--- src/rtl/sdram_arb_pkg.sv ---
// Shared types and widths for the SDRAM host-port arbiter.
package sdram_arb_pkg;

  localparam int unsigned ADDR_W = 24;
  localparam int unsigned DATA_W = 16;
  localparam int unsigned IDX_W  = 2;
  localparam int unsigned RUN_W  = 3;

  localparam logic [RUN_W-1:0] RUN_MAX = '1;

  typedef enum logic [1:0] {
    StIdle,
    StIssue,
    StWaitDone
  } arb_state_e;

  // Round-robin successor among ports 1..num_ports-1; port 0 never holds the pointer.
  function automatic logic [IDX_W-1:0] next_rr(input logic [IDX_W-1:0] last,
                                               input int unsigned num_ports);
    if (32'(last) + 32'd1 >= num_ports) return IDX_W'(1);
    return last + IDX_W'(1);
  endfunction

endpackage

--- src/rtl/sdram_arb_pick.sv ---
// Combinational winner select: port 0 first, then ports 1..N-1 searched from rr_ptr upward.
module sdram_arb_pick
  import sdram_arb_pkg::*;
#(
  parameter int unsigned NUM_PORTS = 3
) (
  input  logic [NUM_PORTS-1:0] req,
  input  logic [IDX_W-1:0]     rr_ptr,
  output logic [IDX_W-1:0]     idx,
  output logic                 valid
);

  localparam int unsigned CW = IDX_W + 1;

  logic [7:0]    req_ext;
  logic [CW-1:0] cand;

  // A frozen rr_ptr of 1 degenerates to plain lowest-index-wins.
  always_comb begin
    req_ext = 8'(req);
    idx     = '0;
    valid   = 1'b0;
    cand    = '0;
    if (req_ext[0]) begin
      valid = 1'b1;
    end else begin
      for (int k = 0; k < NUM_PORTS - 1; k++) begin
        cand = {1'b0, rr_ptr} + CW'(k);
        if (cand >= CW'(NUM_PORTS)) cand = cand - CW'(NUM_PORTS - 1);
        if (!valid && req_ext[cand]) begin
          valid = 1'b1;
          idx   = cand[IDX_W-1:0];
        end
      end
    end
  end

endmodule

--- src/rtl/sdram_port_arbiter.sv ---
// Shares the SDRAM controller host port between NUM_PORTS requesters.
// Define SDRAM_ARB_RR_EN for round-robin among ports 1..N-1 (port 0 always first).
module sdram_port_arbiter
  import sdram_arb_pkg::*;
#(
  parameter int unsigned NUM_PORTS = 3,
  parameter int unsigned MIN_BUSY  = 2,
  parameter int unsigned TIMEOUT   = 255
) (
  input  logic                        clk_sys,
  input  logic                        rst,
  input  logic [NUM_PORTS-1:0]        port_req,
  input  logic [NUM_PORTS-1:0]        port_we,
  input  logic [NUM_PORTS*ADDR_W-1:0] port_addr,
  input  logic [NUM_PORTS*DATA_W-1:0] port_wdata,
  output logic [NUM_PORTS-1:0]        port_ack,
  output logic [NUM_PORTS-1:0]        port_err,
  output logic [NUM_PORTS-1:0]        port_rvalid,
  output logic [DATA_W-1:0]           port_rdata,
  output logic                        host_wr_req,
  output logic                        host_rd_req,
  output logic [ADDR_W-1:0]           host_addr,
  output logic [DATA_W-1:0]           host_data_in,
  input  logic [DATA_W-1:0]           host_data_out,
  input  logic                        host_busy,
  input  logic                        host_rd_valid,
  output logic [IDX_W-1:0]            grant_idx
);

  localparam int unsigned TMO_W = $clog2(TIMEOUT + 1);

  arb_state_e             state_q, state_d;
  logic [IDX_W-1:0]       idx_q, idx_d;
  logic                   we_q, we_d;
  logic [ADDR_W-1:0]      addr_q, addr_d;
  logic [DATA_W-1:0]      wdata_q, wdata_d;
  logic [TMO_W-1:0]       tmo_q, tmo_d;
  logic [RUN_W-1:0]       run_q, run_d;
  logic [NUM_PORTS-1:0]   ack_q, ack_d;
  logic [NUM_PORTS-1:0]   err_q, err_d;
  logic [NUM_PORTS-1:0]   rvalid_q, rvalid_d;
  logic [DATA_W-1:0]      rdata_q, rdata_d;

  logic [IDX_W-1:0]       rr_ptr;
  logic [IDX_W-1:0]       pick_idx;
  logic                   pick_valid;
  logic                   grant;

  sdram_arb_pick #(
    .NUM_PORTS (NUM_PORTS)
  ) u_pick (
    .req    (port_req),
    .rr_ptr (rr_ptr),
    .idx    (pick_idx),
    .valid  (pick_valid)
  );

  // The cycle showing a completion pulse is a dead IDLE cycle, so a requester that holds
  // req until it sees ack is never granted twice for one request.
  assign grant = (state_q == StIdle) && !host_busy && pick_valid && !(|ack_q) && !(|err_q);

`ifdef SDRAM_ARB_RR_EN
  logic [IDX_W-1:0] rr_ptr_q, rr_ptr_d;

  always_comb begin
    rr_ptr_d = rr_ptr_q;
    if (grant && (pick_idx != '0)) rr_ptr_d = next_rr(pick_idx, NUM_PORTS);
  end

  always_ff @(posedge clk_sys or posedge rst) begin
    if (rst) begin
      rr_ptr_q <= IDX_W'(1);
    end else begin
      rr_ptr_q <= rr_ptr_d;
    end
  end

  assign rr_ptr = rr_ptr_q;
`else
  assign rr_ptr = IDX_W'(1);
`endif

  always_comb begin
    state_d  = state_q;
    idx_d    = idx_q;
    we_d     = we_q;
    addr_d   = addr_q;
    wdata_d  = wdata_q;
    tmo_d    = tmo_q;
    run_d    = run_q;
    ack_d    = '0;
    err_d    = '0;
    rvalid_d = '0;
    rdata_d  = rdata_q;

    case (state_q)
      StIdle: begin
        if (grant) begin
          idx_d   = pick_idx;
          we_d    = port_we[pick_idx];
          addr_d  = port_addr[pick_idx*ADDR_W +: ADDR_W];
          wdata_d = port_wdata[pick_idx*DATA_W +: DATA_W];
          tmo_d   = '0;
          state_d = StIssue;
        end
      end

      StIssue: begin
        tmo_d = tmo_q + TMO_W'(1);
        if (host_busy) begin
          // The busy cycle seen here is the first cycle of the run.
          run_d   = RUN_W'(1);
          state_d = StWaitDone;
        end else if (tmo_q >= TMO_W'(TIMEOUT - 1)) begin
          err_d[idx_q] = 1'b1;
          state_d      = StIdle;
        end
      end

      StWaitDone: begin
        if (host_busy) begin
          if (run_q != RUN_MAX) run_d = run_q + RUN_W'(1);
        end else if (run_q < RUN_W'(MIN_BUSY)) begin
          // Too short to be ours: a refresh, so present the request again.
          state_d = StIssue;
        end else begin
          ack_d[idx_q] = 1'b1;
          if (!we_q && host_rd_valid) begin
            rvalid_d[idx_q] = 1'b1;
            rdata_d         = host_data_out;
          end
          state_d = StIdle;
        end
      end

      default: state_d = StIdle;
    endcase
  end

  always_ff @(posedge clk_sys or posedge rst) begin
    if (rst) begin
      state_q  <= StIdle;
      idx_q    <= '0;
      we_q     <= 1'b0;
      addr_q   <= '0;
      wdata_q  <= '0;
      tmo_q    <= '0;
      run_q    <= '0;
      ack_q    <= '0;
      err_q    <= '0;
      rvalid_q <= '0;
      rdata_q  <= '0;
    end else begin
      state_q  <= state_d;
      idx_q    <= idx_d;
      we_q     <= we_d;
      addr_q   <= addr_d;
      wdata_q  <= wdata_d;
      tmo_q    <= tmo_d;
      run_q    <= run_d;
      ack_q    <= ack_d;
      err_q    <= err_d;
      rvalid_q <= rvalid_d;
      rdata_q  <= rdata_d;
    end
  end

  // Gated with busy so the request falls in the same cycle busy does.
  assign host_rd_req = !we_q && ((state_q == StIssue) || ((state_q == StWaitDone) && host_busy));
  assign host_wr_req = we_q && ((state_q == StIssue) || ((state_q == StWaitDone) && host_busy));

  assign port_ack     = ack_q;
  assign port_err     = err_q;
  assign port_rvalid  = rvalid_q;
  assign port_rdata   = rdata_q;
  assign host_addr    = addr_q;
  assign host_data_in = wdata_q;
  assign grant_idx    = idx_q;

endmodule
--- config.mk ---
export PLATFORM = sky130hd
export DESIGN_NAME = sdram_port_arbiter
export DESIGN_NICKNAME = d
export VERILOG_FILES = /design/src/rtl/sdram_arb_pkg.sv /design/src/rtl/sdram_arb_pick.sv /design/src/rtl/sdram_port_arbiter.sv
export SDC_FILE = /design/constraint.sdc
export NUM_CORES = 1
export LEC_CHECK = 0
export BUFFER_PORTS_ARGS = -buffer_cell sky130_fd_sc_hd__buf_2
export CORE_MARGIN = 5
export CORE_UTILIZATION = 45
export DETAILED_ROUTE_END_ITERATION = 12
export PLACE_DENSITY = 0.8
export SYNTH_ARGS = -nofsm -noshare
export SYNTH_HDL_FRONTEND = slang
export SYNTH_HIERARCHICAL = 1
export SYNTH_SLANG_ARGS = --single-unit
--- constraint.sdc ---
create_clock -name clk_sys -period 4.1 [get_ports clk_sys]
set_input_delay 0.82 -clock clk_sys [delete_from_list [all_inputs] [get_ports clk_sys]]
set_output_delay 0.82 -clock clk_sys [all_outputs]
set_load 0.02 [all_outputs]
== Word level (Yosys, flattened, before mapping) ==
Index checks and enable logic that the tools add are counted.

* Bitwise gates (word level): 2
* Reduce and logical (&&, ||, !) cells: 26
* Muxes and demuxes: 39
* Add/sub/neg operators: 2
* Shifts and indexed selects: 2
* Order comparisons: 7
* Multipliers: 1
* Div/mod/pow operators: 0
* Eq/ne operators: 9

{| class="wikitable"
|+ Operator list
! operator !! number
|-
| indexed part select 72 x 8 -> 24 bit || 1
|-
| indexed part select 48 x 7 -> 16 bit || 1
|-
| 2-to-1 mux 3 bit || 15
|-
| case mux 8 bit (2 select lines) || 1
|-
| 2-to-1 mux 2 bit || 7
|-
| logical AND 1 bit || 10
|-
| != test 2 bit (second input constant) || 5
|-
| 2-to-1 mux 1 bit || 9
|-
| adder 8 x 1 -> 8 bit (second input constant) || 1
|-
| greater-or-equal comparator 8 bit (second input constant) || 1
|-
| less-than comparator 3 x 4 -> 1 bit (second input constant) || 2
|-
| 2-to-1 mux 8 bit || 1
|-
| AND reduction 4 bit || 2
|-
| binary-select mux 1 bit (select 3 bit) || 2
|-
| less-than comparator 2 x 3 -> 1 bit (second input constant) || 2
|-
| != test 3 bit (second input constant) || 2
|-
| case mux 2 bit (3 select lines) || 1
|-
| case mux 3 bit (2 select lines) || 1
|-
| OR reduction 3 bit || 2
|-
| zero test 1 bit || 5
|-
| multiplier 2 x 2 -> 4 bit (second input constant) || 1
|-
| AND reduction 2 bit || 2
|-
| nonzero test 2 bit || 2
|-
| adder 3 x 1 -> 3 bit (second input constant) || 1
|-
| other kinds (10) || 11
|}

* Memories: 0
* Input bits: 146
* Bits in read-only memories: 0
* RAM bits: 0
* Word-level logic and storage cells: 99
* Register bits after elaboration: 81
* Bits in latches: 0
* Output and inout port bits: 69

== Longest topological paths before layout ==
* Depth in word-level cells: 14
* Mapped depth: 8
* Gate-level depth less buffers: 6

== Hierarchy ==
Netlist, hierarchy kept.

{| class="wikitable"
|+ Modules (own cells, without submodules)
! module !! times used !! seq. area each (um^2) !! area an instance (um^2) !! cells an instance
|-
| sdram_port_arbiter || 1 || 2026.9 || 4007.6 || 415
|-
| sdram_arb_pick || 1 || 0.0 || 57.6 || 10
|}

== Worst setup path before layout ==
OpenSTA, ideal clock, no wires.

* Path type: in2reg
* Start: in port_req[1]
* End: reg addr_q[20], in the netlist host_addr[20]
* Arrival time: 2.020 ns
* Stages: 8
* Required time: 3.964 ns
* Path slack: 1.945 ns
* Path buffers: 2
* Setup time: 0.136 ns
* Cells stage by stage: inv_1 > a311oi_1 > clkbuf_1 > buf_2 > mux2i_1 > nor2_1 > a21oi_1 > o21ai_0

* Elaborated cells between the ends (all ways): 19
* Classes of those cells: 1 x mul; 1 x shift; 11 x mux; 6 x reduce/logical

{| class="wikitable"
|+ RTL lines
! item !! line !! source
|-
| from (decl) || sdram_port_arbiter.sv:12 || <nowiki>input logic [NUM_PORTS-1:0] port_req,</nowiki>
|-
| binary-select mux 1 bit (select 3 bit) || sdram_arb_pick.sv:30 || <nowiki>if (!valid && req_ext[cand]) begin</nowiki>
|-
| 2-to-1 mux 1 bit (implied by the code) || sdram_arb_pick.sv:30 ||
|-
| 2-to-1 mux 1 bit || sdram_arb_pick.sv:30 ||
|-
| 2-to-1 mux 1 bit || sdram_arb_pick.sv:24 || <nowiki>if (req_ext[0]) begin</nowiki>
|-
| zero test 1 bit || sdram_arb_pick.sv:30 ||
|-
| logical AND 1 bit || sdram_arb_pick.sv:30 ||
|-
| 2-to-1 mux 2 bit (*) || sdram_arb_pick.sv:30 ||
|-
| 2-to-1 mux 2 bit (*) || sdram_arb_pick.sv:24 ||
|-
| net pick_idx[0] || sdram_port_arbiter.sv:45 || <nowiki>logic [IDX_W-1:0] pick_idx;</nowiki>
|-
| multiplier 2 x 2 -> 4 bit (*) || sdram_port_arbiter.sv:101 || <nowiki>addr_d = port_addr[pick_idx*ADDR_W +: ADDR_W];</nowiki>
|-
| indexed part select 72 x 8 -> 24 bit (*) || sdram_port_arbiter.sv:101 ||
|-
| to (signal assigned) || sdram_port_arbiter.sv:157 || <nowiki>addr_q <= addr_d;</nowiki>
|-
| to (decl) || sdram_port_arbiter.sv:35 || <nowiki>logic [ADDR_W-1:0] addr_q, addr_d;</nowiki>
|}

The timed path passes the listed nets; every way through them passes the cells marked *. The select of a mux whose other input is x is not followed.
A chain may end at the register's enable or synchronous reset.

== Worst setup path in the final report ==
* Start: reg state_q[0]
* End: out host_wr_req

* Longest elaborated chain between the ends: 4
* Elaborated cells between the ends (all ways): 5
* Classes of those cells: 2 x eq/ne; 3 x reduce/logical

{| class="wikitable"
|+ RTL lines
! item !! line !! source
|-
| from (decl) || sdram_port_arbiter.sv:32 || <nowiki>arb_state_e state_q, state_d;</nowiki>
|-
| from (signal assigned) || sdram_port_arbiter.sv:142 || <nowiki>state_q <= StIdle;</nowiki>
|-
| from (signal assigned) || sdram_port_arbiter.sv:154 || <nowiki>state_q <= state_d;</nowiki>
|-
| equality test 2 bit || sdram_port_arbiter.sv:170 || <nowiki>assign host_wr_req = we_q && ((state_q == StIssue) || ((state_q == StWaitDone) && host_busy));</nowiki>
|-
| logical AND 1 bit || sdram_port_arbiter.sv:170 ||
|-
| logical OR 1 bit (*) || sdram_port_arbiter.sv:170 ||
|-
| logical AND 1 bit (*) || sdram_port_arbiter.sv:170 ||
|-
| to (decl) || sdram_port_arbiter.sv:20 || <nowiki>output logic host_wr_req,</nowiki>
|}

Mark *: on every way between the ends. The rest lies on a longest branch, timed or not.

==> impl_metrics.csv <==
group,metric,value,unit
synthesis,synth_top_family_by_area,"multiplexers",
pwr,p_leak,0.00287,µW
synthesis,synth_top_area_frac,0.499,
synthesis,synthArstFlopShare,1.00,
setup_path,worst_path_max_delay_cell,"dfrtp_1",
floorplan,die_y,105,µm
setup_path,reg2regPathDepth,4,
timing,setup_tns,0,ns
finish,final.fill_count,791,
detailed_routing,viasPerCell,5.16,
timing,setup_ws,1.43,ns
place,pre_cts_ws,1.44,ns
timing,worst_slew_pin_slew,0.985,ns
detailed_routing,firstDrtPassIters,4,
setup_path,worstReg2RegEnd,"port_rdata[10]",
global_routing,grt_pass1_vias,3847,
synthesis,synth_compound_area_frac,0.140,
min_path,hp-class,"flop to flop",
floorplan,io_pins,215,
pwr,power_density,569,nW/µm²
clocking,clkSinkCount,81,
setup_path,path_buf_inv,1,
setup_path,crit_start,"state_q[0]",
detailed_routing,ant_nets,0,
setup_path,cpMostUsedCell,"nor2b_1",
setup_path,timing.rr.start,"state_q[0]",
pwr,max-vdd-ir-drop,238,µV
timing,slew_violations,0,
synthesis,synth-edff-count,0,
finish,nets,782,
synthesis,synth_common_cells,"81 x dfrtp_1, 53 x nor2_1, 53 x o21ai_0",
detailed_routing,wl_per_cell,14.9,µm
place,gp_congestion,0.787,
synthesis,yosysSeqAreaShare,0.499,
clocking,clockBufferDepth,2,
clocking,clock_latency,0.36,ns
clocking,cts_tree,"yes",
synthesis,syn_inst,425,
global_routing,grt_pass1_wl,18300,µm
finish,diodes,0,
setup_path,criticalPathCategory,"flop to primary output",
synthesis,yosys_warnings,6,
detailed_routing,drt_wl_total,11100,µm
timing,fin_crit,2.67,ns
finish,multi_input_area,1930,µm²
job,drv_cap,0,
timing,fmax,375,MHz
synthesis,synth_most_common_cell,"dfrtp_1",
floorplan,die_x,105,µm
setup_path,worstPathMaxFanout,10,
synthesis,synth_top_flop_cell,"dfrtp_1",
setup_path,cpPeakStageDelay,0.55,ns
run_status,status,"finished, final reports clean",
synthesis,synth_fa_ha_area_frac,0.0123,
timing,period_share,0.651,
setup_path,path_depth,4,
setup_path,crit_arrival,1.85,ns
floorplan,start_util,0.464,
finish,fin_area,5410,µm²
clocking,postCtsHoldBufs,0,
finish,drive_above_1_share,0.410,
synthesis,synth_top_area_cell,"dfrtp_1",
clocking,cts_setup_buffers,0,
setup_path,endpoint,"host_wr_req",
synthesis,synthTopCellsByArea,"dfrtp_1 50%, mux2i_1 10%, o21ai_0 6.5%",
detailed_routing,vias,3847,
floorplan,row_count,34,
timing,finalHoldViolCount,0,
floorplan,core,8760,µm²
synthesis,synthSimpleGateAreaFrac,0.149,
clocking,clk_pin_slew,0.09,ns
finish,syn2layout_area_growth,33.1,%
synthesis,synth_area,4070,µm²
timing,skew,0.0150,ns
timing,rsz0062_at_grt,"false",
global_routing,grt.overflow.total,0,
timing,hold-worst-slack,0.483,ns
setup_path,cp_cell_sequence,"nor2b_1 -> nor2_1 -> nor2b_1 -> buf_2",
detailed_routing,drtIter0Drc,143,
finish,register_area,2030,µm²
synthesis,avgSynthCellArea,9.57,µm²
global_routing,grt_max_degree,59,
global_routing,grt.total_usage,0.200,
place,place_area,5230,µm²
detailed_routing,remaining_drc_errors,0,
setup_path,required,3.28,ns
global_routing,grt_antenna_before_repair,0,
setup_path,reg2reg_slack,1.97,ns
synthesis,synth_xor_xnor_area_share,0,
setup_path,worst_setup_path_start_kind,"flop",
timing,relSlewSlack,0.343,
synthesis,synth-seq-cells,81,
clocking,clock-root-buffer,"clkbuf_8",
place,io_buffers,214,
place,place_hpwl,8490,µm
clocking,htreeDepth,3,
timing,setup_viol,0,
synthesis,muxShareOfSynthArea,0.157,
clocking,cts_resized,0,
finish,final_util,0.618,
setup_path,cp_top_family,"simple AND/OR/NAND/NOR gates",
synthesis,synthDistinctLibCells,38,
setup_path,end_kind,"primary output",
clocking,numCtsBuffers,9,
floorplan,dieArea,11000,µm²
## kinds of logic after synthesis
kind of cell             after synthesis
AND/OR/NAND/NOR                      138
buffers and inverters                 34
other                                  2
multiplexers                          59
adder cells (fa/ha/maj)                4
AO/OA/AOI/OAI                        107
flip-flops                            81
## where the power goes
part	internal (µW)	switching, µW
clock network	230	322
logic	466	775
registers	1080	204
## stage by stage
| stage | cells | total power, µW |
|---|---|---|
| finish | 745 | 3080 |
| global route | 745 | 3300 |
| CTS | 745 | 3110 |
| detailed placement | 729 | 2560 |
| global placement | 729 | 2500 |
| floorplan | 430 | 2070 |
## cells in the final DEF (no fill, tap or decap), types with 2 or more instances in the layout
cell type,instances
inv_1,4
o21ai_0,53
dfrtp_1,81
buf_2,214
a21oi_1,45
clkbuf_8,9
nor3_1,4
ha_1,4
or2b_1,2
mux2_2,11
conb_1,7
nor2b_1,5
mux2_4,7
nand2_1,51
nand3_1,8
buf_4,6
clkinvlp_4,3
nor2_1,53
nand2b_1,5
mux2i_1,41
inv_6,3
## sequential cells by signal, summed over array words and instances, names as in the netlist, 3 cells and up
signal,count
port_ack,3
tmo_q,8
port_rvalid,3
host_data_in,16
port_err,3
host_addr,24
run_q,3
port_rdata,16
## worst min-delay path by stage
stage,endpoint,from,slack (ns),depth (start not counted)
after global placement,host_data_in[2],host_data_in[2],0.46,2
after global routing,host_addr[3],host_addr[3],0.51,2
after CTS,host_addr[4],host_addr[4],0.49,2
after floorplan,tmo_q[5],tmo_q[5],0.45,1
after detailed placement,host_addr[4],host_addr[4],0.47,2
final,host_addr[4],host_addr[4],0.48,2
## per-layer routing
metal | GRT usage | vias to the layer above | share of wire
met5 | 0 | - | 0
met3 | 0.0450 | 23 | 0.064
met4 | 0.0767 | 0 | 0.024
met2 | 0.342 | 137 | 0.51
li1 | - | 1879 | -
met1 | 0.245 | 1808 | 0.41
## tightest hold or removal path, cell delays in order, from the launching register on
cell and delay [ns]:
dfrtp_1 0.35, nand2_1 0.04, o21ai_0 0.06
## final cells by class
class                   count  share of cell area
repair buffers            220               0.206
multi-input cells         315               0.357
clock inverters             7              0.0111
inverters                   5             0.00370
clock buffers               9              0.0229
flip-flops and latches     81               0.375
well taps                 108              0.0250
(Power assumes the default switching activity.)
